## src/rtl/dg_pkt_gen.sv

```systemverilog
// Command-driven packet generator: header + deterministic payload toward one cache ingress port.
// Define DG_GEN_CHKSUM_EN to append an XOR checksum trailer beat carrying eop.
module dg_pkt_gen #(
    parameter logic [3:0]  PORT_ID = 4'd0,
    parameter int unsigned IFG     = 2,
    parameter int unsigned DATA_W  = 32
) (
    input  logic              clk,
    input  logic              rst_n,
    input  logic [3:0]        i_da,
    input  logic [2:0]        i_prior,
    input  logic [9:0]        i_len,
    input  logic              i_vld,
    output logic              o_dg_ready,
    input  logic              i_out_rdy,
    output logic              o_vld,
    output logic              o_sop,
    output logic              o_eop,
    output logic [DATA_W-1:0] o_data,
    output logic [15:0]       o_drop_cnt
);

    typedef enum logic [2:0] {S_IDLE, S_HEAD, S_PAY, S_TRAIL, S_GAP} state_t;

    localparam int unsigned GAP_LAST_I = (IFG == 0) ? 0 : IFG - 1;
    localparam logic [3:0]  GAP_LAST   = GAP_LAST_I[3:0];
    localparam state_t      S_POST     = (IFG == 0) ? S_IDLE : S_GAP;

    state_t             r_state;
    state_t             w_nstate;
    logic [3:0]         r_da;
    logic [9:0]         r_len;
    logic [9:0]         r_idx;
    logic [7:0]         r_seq;
    logic [3:0]         r_gap;
    logic               r_vld;
    logic               r_sop;
    logic               r_eop;
    logic [DATA_W-1:0]  r_data;
    logic [15:0]        r_drop;

    logic               w_xfer;
    logic               w_accept;
    logic               w_drop;
    logic               w_last;
    logic [9:0]         w_idx_inc;
    logic [DATA_W-1:0]  w_hdr;

    assign o_dg_ready = (r_state == S_IDLE);
    assign o_vld      = r_vld;
    assign o_sop      = r_sop;
    assign o_eop      = r_eop;
    assign o_data     = r_data;
    assign o_drop_cnt = r_drop;

    assign w_xfer    = r_vld & i_out_rdy;
    assign w_accept  = i_vld & (r_state == S_IDLE) & (i_len != '0);
    assign w_drop    = i_vld & ((r_state != S_IDLE) | (i_len == '0));
    assign w_last    = (r_idx == r_len - 10'd1);
    assign w_idx_inc = r_idx + 10'd1;
    assign w_hdr     = {3'b000, PORT_ID, r_seq, i_len, i_prior, i_da};

    always_ff @(posedge clk or negedge rst_n) begin
        if (!rst_n) r_state <= S_IDLE;
        else        r_state <= w_nstate;
    end

    always_comb begin
        w_nstate = r_state;
        case (r_state)
            S_IDLE:  if (w_accept) w_nstate = S_HEAD;
            S_HEAD:  if (w_xfer) w_nstate = S_PAY;
`ifdef DG_GEN_CHKSUM_EN
            S_PAY:   if (w_xfer && w_last) w_nstate = S_TRAIL;
`else
            S_PAY:   if (w_xfer && w_last) w_nstate = S_POST;
`endif
            S_TRAIL: if (w_xfer) w_nstate = S_POST;
            S_GAP:   if (r_gap == GAP_LAST) w_nstate = S_IDLE;
            default: w_nstate = S_IDLE;
        endcase
    end

`ifdef DG_GEN_CHKSUM_EN
    // Running XOR of every beat already transferred; the trailer folds in the last payload word.
    logic [DATA_W-1:0] r_csum;
    always_ff @(posedge clk or negedge rst_n) begin
        if (!rst_n)                           r_csum <= '0;
        else if (r_state == S_HEAD && w_xfer) r_csum <= r_data;
        else if (r_state == S_PAY && w_xfer)  r_csum <= r_csum ^ r_data;
    end
`endif

    always_ff @(posedge clk or negedge rst_n) begin
        if (!rst_n) begin
            r_da   <= '0;
            r_len  <= '0;
            r_idx  <= '0;
            r_seq  <= '0;
            r_gap  <= '0;
            r_vld  <= 1'b0;
            r_sop  <= 1'b0;
            r_eop  <= 1'b0;
            r_data <= '0;
            r_drop <= '0;
        end else begin
            if (w_drop && r_drop != '1) r_drop <= r_drop + 16'd1;
            if (w_xfer && r_eop)        r_seq  <= r_seq + 8'd1;
            r_gap <= (r_state == S_GAP) ? r_gap + 4'd1 : '0;

            case (r_state)
                S_IDLE: if (w_accept) begin
                    r_da   <= i_da;
                    r_len  <= i_len;
                    r_idx  <= '0;
                    r_vld  <= 1'b1;
                    r_sop  <= 1'b1;
                    r_eop  <= 1'b0;
                    r_data <= w_hdr;
                end
                S_HEAD: if (w_xfer) begin
                    r_sop  <= 1'b0;
                    r_data <= {PORT_ID, r_da, r_seq, 16'h0000};
`ifdef DG_GEN_CHKSUM_EN
                    r_eop  <= 1'b0;
`else
                    r_eop  <= (r_len == 10'd1);
`endif
                end
                S_PAY: if (w_xfer) begin
                    if (w_last) begin
`ifdef DG_GEN_CHKSUM_EN
                        r_data <= r_csum ^ r_data;
                        r_eop  <= 1'b1;
`else
                        r_vld  <= 1'b0;
                        r_eop  <= 1'b0;
                        r_data <= '0;
`endif
                    end else begin
                        r_idx  <= w_idx_inc;
                        r_data <= {PORT_ID, r_da, r_seq, 6'b000000, w_idx_inc};
`ifdef DG_GEN_CHKSUM_EN
                        r_eop  <= 1'b0;
`else
                        r_eop  <= (w_idx_inc == r_len - 10'd1);
`endif
                    end
                end
                S_TRAIL: if (w_xfer) begin
                    r_vld  <= 1'b0;
                    r_eop  <= 1'b0;
                    r_data <= '0;
                end
                default: ;
            endcase
        end
    end

endmodule

```

## config.mk

```make
export PLATFORM = sky130hd
export DESIGN_NAME = dg_pkt_gen
export DESIGN_NICKNAME = d
export VERILOG_FILES = /design/src/rtl/dg_pkt_gen.sv
export SDC_FILE = /design/constraint.sdc
export NUM_CORES = 1
export LEC_CHECK = 0
export BUFFER_PORTS_ARGS = -buffer_cell sky130_fd_sc_hd__buf_2
export CAP_MARGIN = 20
export CORE_ASPECT_RATIO = 0.8
export CORE_MARGIN = 3
export CORE_UTILIZATION = 45
export CTS_CLUSTER_SIZE = 12
export DETAILED_ROUTE_END_ITERATION = 6
export PLACE_DENSITY = 0.62
export SETUP_SLACK_MARGIN = 0.15
export SYNTH_ARGS = -nofsm -noshare
export SYNTH_HDL_FRONTEND = slang
export SYNTH_SLANG_ARGS = --single-unit
export TNS_END_PERCENT = 1
```

## constraint.sdc

```tcl
create_clock -name clk -period 4.1 [get_ports clk]
set_input_delay 1.025 -clock clk [delete_from_list [all_inputs] [get_ports clk]]
set_output_delay 1.025 -clock clk [all_outputs]
set_load 0.005 [all_outputs]
```

==> metrics <==
status=finished clean; number of synthesized register bits=between 80 and 90; combined area of all synthesized cells=0.004596 mm^2; Power Total=around 3600 uW; number of search-and-repair iterations in the first detailed-routing pass=5; fraction of the yosys area taken by sequential cells=46.83%; final hold violation count=0; Area Growth Syn to Fin=17.32%; worst-margin pin slew=approximately 840 ps; number of global-route vias before repair=3611; worst vdd rail ir drop=0.2944 mV; post-route cell area=0.005391 mm^2; Ports=73; area of the core region=0.009809 mm^2; Diodes inserted=0; floorplan die area=~0.011 mm^2; critical path's largest stage delay=720 ps; worst endpoint data arrival time=3510 ps; CTS tree=yes; IO buf count=68; Fmax=0.3081 GHz; DRC violation count after routing=0; total routing usage reported by global routing=20.44%; clock tree sinks=between 80 and 90; latest clock arrival within the worst-skew pair=approximately 340 ps; max-capacitance violation count=0; slowest stage cell, crit path=or4_1; CP delay by family, top=simple AND/OR/NAND/NOR gates; starting density of the core=46.85%; clock-pin slew on the worst setup and hold paths=60 ps; post-route minimum period=3246 ps; startpoint kind of the worst setup timing path=flip-flop; DR WL/cell=15.72 um; antenna violations before repair=0; TNS Setup=0 ps; Avg Synthesized Cell Area=9.100 um^2; WP depth=9; minimum setup slack after placement=933.5 ps; Worst Setup Path Type=reg2reg; share of flip-flops with an asynchronous set or reset after synthesis=100.0%; post-synthesis cell type count=55; CTS Hold Buffers Added=0; layout filler cell count=923; maximum fanout along the worst path=15; first-pass GRT wire length=roughly 18000 um; htree depth=3; depth of the most critical reg-to-reg path=9; CP cell instances=inv_1, ha_1, nor3b_1, xnor3_1, o211ai_1, or4_1, o21ai_2, buf_4, mux2i_1; period utilization=around four fifths; smallest setup slack after layout=around 850 ps; number of warnings reported in the yosys synthesis log=0; Rel. slew slack=43.72%; Die Y=96.39 um; number of antenna-violating nets in the routed design=0; Via-to-Cell Ratio=5.379; setup repair after global routing missed its margin=no; class of the tightest hold or removal check=reg2reg; Total Nets Final=about 590; placer congestion estimate=0.8531; worst-case clock skew=4.918 ps; Setup violations, final=0; Resized cells post-CTS=0; setup repair bufs after CTS=0; final count of pins violating max slew=0; layout cell share with drive strength beyond 1=18.21%; total number of placement rows=32; wirelength, routed=11110 um; final HPWL from detailed placement=7979 um; power density relative to cell area=around 670 mW/mm^2; cell chosen for the clock root=clkbuf_16; number of buffers and inverters on the critical path=2; depth of the worst hold-timing path=2; Horiz. Die Dim=119.0 um; ys flop type=dfrtp_1; Max clock buf depth=2; critical path endpoint category=flip-flop; number of DRC markers in iteration 0=257; Gate Count Post-Synth=approximately 510; static leakage=0.002634 uW; CP Data Required Time=4360 ps; GRT Residual Overflow=0; largest net degree at the start of global routing=47; number of vias in the routed layout=roughly 3800; number of enable flip-flop cells after synthesis=0; cell area after placement=0.005041 mm^2; number of clock buffers inserted by TritonCTS=9
-- final timing paths --
kind	slack [ps]	to	from
setup / recovery	850	r_idx[8]	r_len[0]
hold / removal	470	o_data[15]	o_data[15]
setup reg to reg	850	r_idx[8]	r_len[0]
hold reg to reg	470	o_data[15]	o_data[15]
max in group asynchronous	2670	r_len[9]	rst_n
min in group asynchronous	680	r_idx[0]	rst_n
-- kinds of logic (layout without fill, tap and decap cells) --
kind of cell / after synthesis / count (layout) / synth area share [%]
AO/OA/AOI/OAI: 81 / 81 / 11.03
XOR/XNOR: 53 / 53 / 11.03
adder cells (fa/ha/maj): 7 / 7 / 1.906
buffers and inverters: 44 / 107 / 4.329
flip-flops: 86 / 86 / 46.83
multiplexers: 11 / 11 / 2.450
other: 1 / 4 / 0.08160
AND/OR/NAND/NOR: 222 / 222 / 22.35
-- layer usage --
metal,part of all wire [%],GRT usage [%]
met5,0,0
met2,42,29.71
met4,1.4,6.654
met3,5.3,4.773
met1,52,30.16
-- final cells by class --
| type | count | area, um^2 | area share (%) |
|---|---|---|---|
| Clock buffer | 9 | 225.2 | 4.177 |
| Multi-Input combinational cell | 378 | 2267 | 42.05 |
| Sequential cell | 86 | 2152 | 39.92 |
| Tap cell | 136 | 170.2 | 3.156 |
| Clock inverter | 7 | 97.59 | 1.810 |
| Inverter | 15 | 56.30 | 1.044 |
| Timing Repair Buffer | 76 | 422.9 | 7.844 |
-- synth_stat cells (5+ instances only) --
master	n	share of area, %
o211ai_1	5	0.82
clkbuf_1	18	1.5
xor2_1	25	4.8
o21ai_0	29	3.2
nand4_1	8	1.1
dfrtp_1	86	47
xnor2_1	25	4.8
nand2b_1	5	0.68
mux2i_1	9	2.0
nand3_1	31	3.4
nor3_1	9	0.98
a21oi_1	23	2.5
ha_1	7	1.9
nor4_1	10	1.4
inv_1	15	1.2
nand2_1	78	6.4
nor2_1	60	4.9
-- flip-flops by register name (all words and copies together) (netlist names), 3 cells and up --
name and flops:
o_data 28, o_drop_cnt 16, r_da 4, r_gap 4
r_idx 10, r_len 10, r_seq 8, r_state 3
-- cell usage in the layout (no fill, tap or decap), types with 2 or more instances in the layout --
master      instances
xnor2_1            25
nor3b_1             3
nor2b_1             2
and4_1              3
xnor3_1             2
o211a_1             2
xor2_1             25
o21bai_1            2
buf_4               8
dfrtp_1            86
o21ai_1             2
and2_1              3
nor4_1             10
buf_2              67
mux2i_1             9
nand4_1             8
mux2_2              2
inv_1              15
bufinv_16           2
nand2b_1            5
conb_1              4
nor3_1              9
or3_1               2
nor2_1             60
or2_2               2
nand2_1            78
o21ai_0            29
a31oi_1             2
clkinvlp_4          2
ha_1                7
clkbuf_16           9
o211ai_1            5
nand3_1            31
a22oi_1             3
a21oi_1            23
-- per-stage QoR --
| stage | instances | hold slack (ps) | util [%] |
|---|---|---|---|
| after floorplan | 508 | 446.4 | - |
| final | 707 | 474.1 | 54.96 |
| after global routing | 707 | 495.8 | 54.96 |
| after global placement | 690 | 453.6 | 51.39 |
| after detailed placement | 690 | 454.2 | 51.39 |
| after CTS | 706 | 470.7 | 54.68 |
-- tightest hold or removal path, cell delays in order, from the launching register on --
cell	delay [ps]
dfrtp_1	350
nand2_1	50
nand2_1	50
-- where the power goes --
part | internal (uW) | switching (uW)
clock network | 536 | 353
logic | 583 | 804
registers | 1080 | 245
(Power assumes the default switching activity.)
